## src/rtl/counter_credit_sched.sv

```systemverilog
// Round-robin consume/return arbiter in front of a shared up/down credit counter.
// Define COUNTER_CREDIT_SCHED_STARVE_EN to add starvation counters with a consume priority lock.
module counter_credit_sched #(
    parameter int NUM_REQ      = 4,
    parameter int WIDTH        = 4,
    parameter int AMT_W        = 2,
    parameter int STARVE_LIMIT = 7
) (
    input  logic                     clk,
    input  logic                     rst_n,
    input  logic [WIDTH-1:0]         cfg_init_value,
    input  logic                     cfg_reinit,
    input  logic [NUM_REQ-1:0]       req_valid,
    input  logic [NUM_REQ*AMT_W-1:0] req_amt,
    output logic [NUM_REQ-1:0]       req_ready,
    input  logic [NUM_REQ-1:0]       ret_valid,
    input  logic [NUM_REQ*AMT_W-1:0] ret_amt,
    output logic [NUM_REQ-1:0]       ret_ready,
    input  logic [WIDTH-1:0]         cnt_value,
    output logic                     cnt_reinit,
    output logic [WIDTH-1:0]         cnt_initial_value,
    output logic                     cnt_incr_valid,
    output logic [AMT_W-1:0]         cnt_incr,
    output logic                     cnt_decr_valid,
    output logic [AMT_W-1:0]         cnt_decr,
    output logic                     init_busy
);
    localparam int PTR_W = $clog2(NUM_REQ);
    localparam int SW    = WIDTH + 1;
    localparam logic [WIDTH:0] CMAX = SW'((1 << WIDTH) - 1);

    if (NUM_REQ < 2 || NUM_REQ > 8 || AMT_W > WIDTH || STARVE_LIMIT < 1) begin : g_param_check
        $error("counter_credit_sched: unsupported parameter set");
    end

    typedef enum logic {ST_INIT, ST_RUN} state_t;
    state_t state;

    logic [PTR_W-1:0]   req_ptr, ret_ptr, req_win, ret_win;
    logic [PTR_W:0]     req_pick, ret_pick;
    logic [NUM_REQ-1:0] req_elig, ret_elig, req_mask;
    logic               grant_en;

    // Handshake: a transfer happens when valid && ready in the same cycle; ready is
    // combinational from this cycle's valid/amt/cnt_value and denied clients just wait.
    assign grant_en          = (state == ST_RUN) && !cfg_reinit;
    assign cnt_initial_value = cfg_init_value;

    function automatic logic [PTR_W:0] rr_pick(input logic [NUM_REQ-1:0] elig,
                                               input logic [PTR_W-1:0]   ptr);
        rr_pick = '0;
        // Walk backwards so the last hit is the nearest client at or after ptr.
        for (int k = NUM_REQ - 1; k >= 0; k--) begin
            int idx;
            idx = int'(ptr) + k;
            if (idx >= NUM_REQ) idx = idx - NUM_REQ;
            if (elig[idx]) rr_pick = {1'b1, PTR_W'(idx)};
        end
    endfunction

    always_comb begin
        for (int i = 0; i < NUM_REQ; i++) begin
            req_elig[i] = grant_en && req_valid[i] &&
                          (SW'(req_amt[i*AMT_W +: AMT_W]) <= {1'b0, cnt_value});
            ret_elig[i] = grant_en && ret_valid[i] &&
                          (({1'b0, cnt_value} + SW'(ret_amt[i*AMT_W +: AMT_W])) <= CMAX);
        end
    end

`ifdef COUNTER_CREDIT_SCHED_STARVE_EN
    localparam int SC_W = $clog2(STARVE_LIMIT + 1);
    logic [SC_W-1:0]  starve_cnt [NUM_REQ];
    logic             lock_any;
    logic [PTR_W-1:0] lock_idx;

    always_comb begin
        lock_any = 1'b0;
        lock_idx = '0;
        for (int i = NUM_REQ - 1; i >= 0; i--) begin
            if (req_valid[i] && starve_cnt[i] == SC_W'(STARVE_LIMIT)) begin
                lock_any = 1'b1;
                lock_idx = PTR_W'(i);
            end
        end
        req_mask = lock_any ? (NUM_REQ'(1) << lock_idx) : '1;
    end

    always_ff @(posedge clk or negedge rst_n) begin
        if (!rst_n) begin
            for (int i = 0; i < NUM_REQ; i++) starve_cnt[i] <= '0;
        end else begin
            for (int i = 0; i < NUM_REQ; i++) begin
                if (state == ST_INIT || !req_valid[i] || req_ready[i])
                    starve_cnt[i] <= '0;
                else if (starve_cnt[i] != SC_W'(STARVE_LIMIT))
                    starve_cnt[i] <= starve_cnt[i] + 1'b1;
            end
        end
    end
`else
    assign req_mask = '1;
`endif

    assign req_pick = rr_pick(req_elig & req_mask, req_ptr);
    assign ret_pick = rr_pick(ret_elig, ret_ptr);
    assign req_win  = req_pick[PTR_W-1:0];
    assign ret_win  = ret_pick[PTR_W-1:0];

    always_comb begin
        req_ready      = '0;
        ret_ready      = '0;
        cnt_decr_valid = 1'b0;
        cnt_decr       = '0;
        cnt_incr_valid = 1'b0;
        cnt_incr       = '0;
        if (req_pick[PTR_W]) begin
            req_ready[req_win] = 1'b1;
            cnt_decr_valid     = 1'b1;
            cnt_decr           = req_amt[int'(req_win)*AMT_W +: AMT_W];
        end
        if (ret_pick[PTR_W]) begin
            ret_ready[ret_win] = 1'b1;
            cnt_incr_valid     = 1'b1;
            cnt_incr           = ret_amt[int'(ret_win)*AMT_W +: AMT_W];
        end
    end

    always_ff @(posedge clk or negedge rst_n) begin
        if (!rst_n) begin
            state      <= ST_INIT;
            cnt_reinit <= 1'b1;
            init_busy  <= 1'b1;
            req_ptr    <= '0;
            ret_ptr    <= '0;
        end else begin
            if (state == ST_INIT) begin
                state      <= ST_RUN;
                cnt_reinit <= 1'b0;
                init_busy  <= 1'b0;
            end else if (cfg_reinit) begin
                state      <= ST_INIT;
                cnt_reinit <= 1'b1;
                init_busy  <= 1'b1;
            end
            if (req_pick[PTR_W])
                req_ptr <= (req_win == PTR_W'(NUM_REQ - 1)) ? '0 : req_win + 1'b1;
            if (ret_pick[PTR_W])
                ret_ptr <= (ret_win == PTR_W'(NUM_REQ - 1)) ? '0 : ret_win + 1'b1;
        end
    end
endmodule

```

## config.mk

```make
export PLATFORM = sky130hd
export DESIGN_NAME = counter_credit_sched
export DESIGN_NICKNAME = d
export VERILOG_FILES = /design/src/rtl/counter_credit_sched.sv
export SDC_FILE = /design/constraint.sdc
export NUM_CORES = 1
export LEC_CHECK = 0
export CORE_ASPECT_RATIO = 1.2
export CORE_MARGIN = 2
export CORE_UTILIZATION = 41
export CTS_CLUSTER_SIZE = 20
export DETAILED_ROUTE_END_ITERATION = 10
export HOLD_SLACK_MARGIN = 0.06
export PLACE_DENSITY = 0.85
export SETUP_SLACK_MARGIN = 0.2
export SYNTH_ARGS = -nofsm -noshare
export SYNTH_HDL_FRONTEND = slang
export SYNTH_SLANG_ARGS = --single-unit
```

## constraint.sdc

```tcl
create_clock -name clk -period 3.15 [get_ports clk]
set_input_delay 0.63 -clock clk [delete_from_list [all_inputs] [get_ports clk]]
set_output_delay 0.63 -clock clk [all_outputs]
set_load 0.02 [all_outputs]
```

==> results.md <==
- Result of the run: finished, violations left
- Violations in the final reports: negative setup slack
- RD Place Congestion: 0.767
- Post-Synthesis Cells: 134
- Worst-case setup slack after placement: -1.05 ns
- Share of flip-flops with an asynchronous set or reset after synthesis: 100%
- Commonest cells after routing, fill and taps aside: 36 x buf_4, 21 x buf_6, 17 x ha_4, 10 x nand2_1, 10 x clkdlybuf4s50_1
- Antenna Nets Post-Route: 0
- Clk sink count: 6
- Kind of path behind the tightest hold check: flop to flop
- Critical path type: input pin to output port
- Width of the die: around 53 µm
- Die span in y: 62.4 µm
- Top cell type by total area after synthesis: ha_1
- Maximum vdd ir drop: 0.000373 V
- Fraction of the cycle the final worst path needs: 108%
- RSZ-0062 raised after global routing: true
- NetSw: 0.362 mW
- Most common library cell in the layout ignoring fill and taps: buf_4
- Mapped cell area: 1160 µm²
- Fraction of layout instances using a drive strength above 1: 73.2%
- Final setup violation count: 10
- Aggregate negative setup slack: -1.37 ns
- Kind of capture point of the worst setup path: output port
- WL per Instance: roughly 25 µm
- Flops & latches, synth: 6
- TritonRoute pass-1 iters: 4
- Global-route wire length before repair: 8450 µm
- Number of fill cells: 84
- Routed via count: 1520
- Number of nets at the end of the flow: 284
- Number of standard-cell rows in the floorplan: 21
- Placed wire-length estimate after detailed placement: between 2000 and 3000 µm
- Reg power frac: between 15 and 20%
- Wirelength, routed: 6500 µm
- CTS tree: done
- Largest net degree at the start of global routing: 8
- H-tree lvl count: 1
- Grt total ovfl: 0
- Yosys top cell area share: 21.5%
- Number of hold buffers added after cts: 0
- Gate power share: 72.2%
- Clk buf depth: 2
- Req. time, crit path: 2.52 ns
- Highest Clock Rate: 295 MHz
- EDFF count, synth: 0
- Ys flop type: dfrtp_1
- Total CTS buffers: 3
- Power per unit of standard cell area: 309 nW/µm²
- Clock tree skew after final layout: between 0.008 and 0.009 ns
- Number of max-cap violations: 0
- Vias in the first global route: 1627
- Total power after layout: ~0.8 mW
- Max FO, Critical Path: 4
- Avg Synthesized Cell Area: 8.68 µm²
- Number of pins with negative max-slew slack in the final report: 0
- IO buf count: 46
- Cell-internal power: between 0.4 and 0.5 mW
- Static Leakage: 1.11 nW
- Post-synth net total: 193
- Clock transition at the registers of the reported paths: 0.06 ns
- Total I/O pin count: 55
- DRC violation count after routing: 0
- Proportion of total power due to net switching: 45.5%
- Count of final hold-check violations: 0
- Iteration-0 DRC count of the detailed router: 56
- Netlist cell types: a little over 40
- Register area share after synthesis: about an eighth
- Worst-skew pair later-pin latency: 0.26 ns
- Die area: 3280 µm²
- Min Clock Period, post-route: 3.39 ns
- Share of total power in the clock network: between 10% and 20%
- Largest cells by area after synthesis: ha_1 22%, dfrtp_1 11%, fa_1 6.9%, nor2b_1 6.5%, mux2i_1 5.2%
- Clock tree root buffer cell: clkbuf_4
- Antenna violations before repair: 0
- Yosys synthesis warning count: 0
- Core region area: 2760 µm²
- Effective utilization at floorplan: 42.2%
- GRT Resource Usage Total: 35.7%
- Worst Slack Setup Final: -0.237 ns
- Worst slew margin: 74.8%
- WP data arrival: 2.76 ns
- Area added between synthesis and finish: 122%
- Worst-Margin Slew: between 0.3 and 0.4 ns
- Routed via count divided by cell count: 5.89
- Ant diodes: 0
- Crit start category: input pin
==> final cells by class <==
| type | count | area [µm²] | area share (%) |
|---|---|---|---|
| Multi-Input combinational cell | 110 | 1460 | 56.5 |
| Timing Repair Buffer | 92 | 841 | 32.6 |
| Tap cell | 34 | 42.5 | 1.65 |
| Sequential cell | 6 | 151 | 5.87 |
| Clock buffer | 4 | 26.3 | 1.02 |
| Inverter | 12 | 62.6 | 2.42 |
==> cell usage after synthesis, types with 2 or more instances <==
library cell	n
fa_1	4
o211ai_1	2
mux2_2	2
nor2b_1	12
buf_4	5
nor2_1	4
dfrtp_1	5
mux2i_1	6
a211oi_1	4
nand3_1	10
ha_1	20
and3b_1	2
nand2_1	12
o22ai_1	2
a21oi_1	2
and2_1	5
nand2_2	2
inv_1	12
==> routing by layer <==
metal / GRT usage [%] / routed length (µm) / vias up
met4: 19.2 / 395 / 0
li1: - / - / 647
met1: 36.9 / 2360 / 727
met2: 62.8 / 3250 / 102
met5: 0 / 0 / -
met3: 9.38 / 501 / 44
==> critical path: stages <==
cell	delay (ns)
clkdlybuf4s15_1	0.19
inv_1	0.08
ha_1	0.32
nand2_1	0.11
o211a_1	0.29
nor2_4	0.06
a222oi_1	0.28
nand2_2	0.15
buf_6	0.17
mux2i_2	0.15
o22ai_2	0.17
buf_6	0.14
==> kinds of logic after synthesis <==
logic type	synth area share, %
simple gates	27.0
fa+ha+maj	28.4
compound gates	16.0
buf+inv	7.53
mux	8.06
flops	13.0
==> power by group through the flow <==
stage          Combinational (mW)  Sequential (mW)  Clock (mW)
2_1_floorplan               0.189            0.116           0
3_3_place_gp                0.328            0.119           0
3_5_place_dp                0.340            0.120           0
4_1_cts                     0.465            0.130      0.0816
5_1_grt                     0.597            0.139      0.0906
6_report                    0.575            0.136      0.0847
==> per-stage QoR <==
| stage | utilization, % | std cells | hold slack, ns | cell area [µm²] |
|---|---|---|---|---|
| 2_1_floorplan | - | 134 | 0.334 | 1210 |
| 3_3_place_gp | 66.3 | 229 | 0.486 | 1830 |
| 3_5_place_dp | 66.3 | 229 | 0.498 | 1830 |
| 4_1_cts | 87.9 | 253 | 0.501 | 2430 |
| 5_1_grt | 93.5 | 258 | 0.570 | 2580 |
| 6_report | 93.5 | 258 | 0.554 | 2580 |
==> state kept, by name, summed over array words and instances, names as in the netlist <==
name and cells:
init_busy 1, req_ptr 2, ret_ptr 2, state 1
==> path summary, 6_finish.rpt <==
kind,startpoint,to,slack [ns],cells after the start
worst max-delay path,req_amt[4],cnt_decr[1],-0.24,12
worst min-delay path,state$_DFF_PN0_,state$_DFF_PN0_,0.55,1
worst max register to register,state$_DFF_PN0_,req_ptr[1]$_DFFE_PN0P_,0.89,9
worst min register to register,state$_DFF_PN0_,state$_DFF_PN0_,0.55,1
max in group asynchronous,rst_n,init_busy$_DFFE_PN1P_,2.27,1
min in group asynchronous,rst_n,req_ptr[1]$_DFFE_PN0P_,0.60,1
==> what timing repair did <==
item | in CTS | in global routing
cloned | 1 | 0
pin swaps | 43 | 21
endpoints found under the hold margin | 0 | 0
endpoints found under the setup margin | 16 | 14
buffers inserted | 19 | 5
resized for setup | 226 | 42
Power figures use the tool's default switching activity.
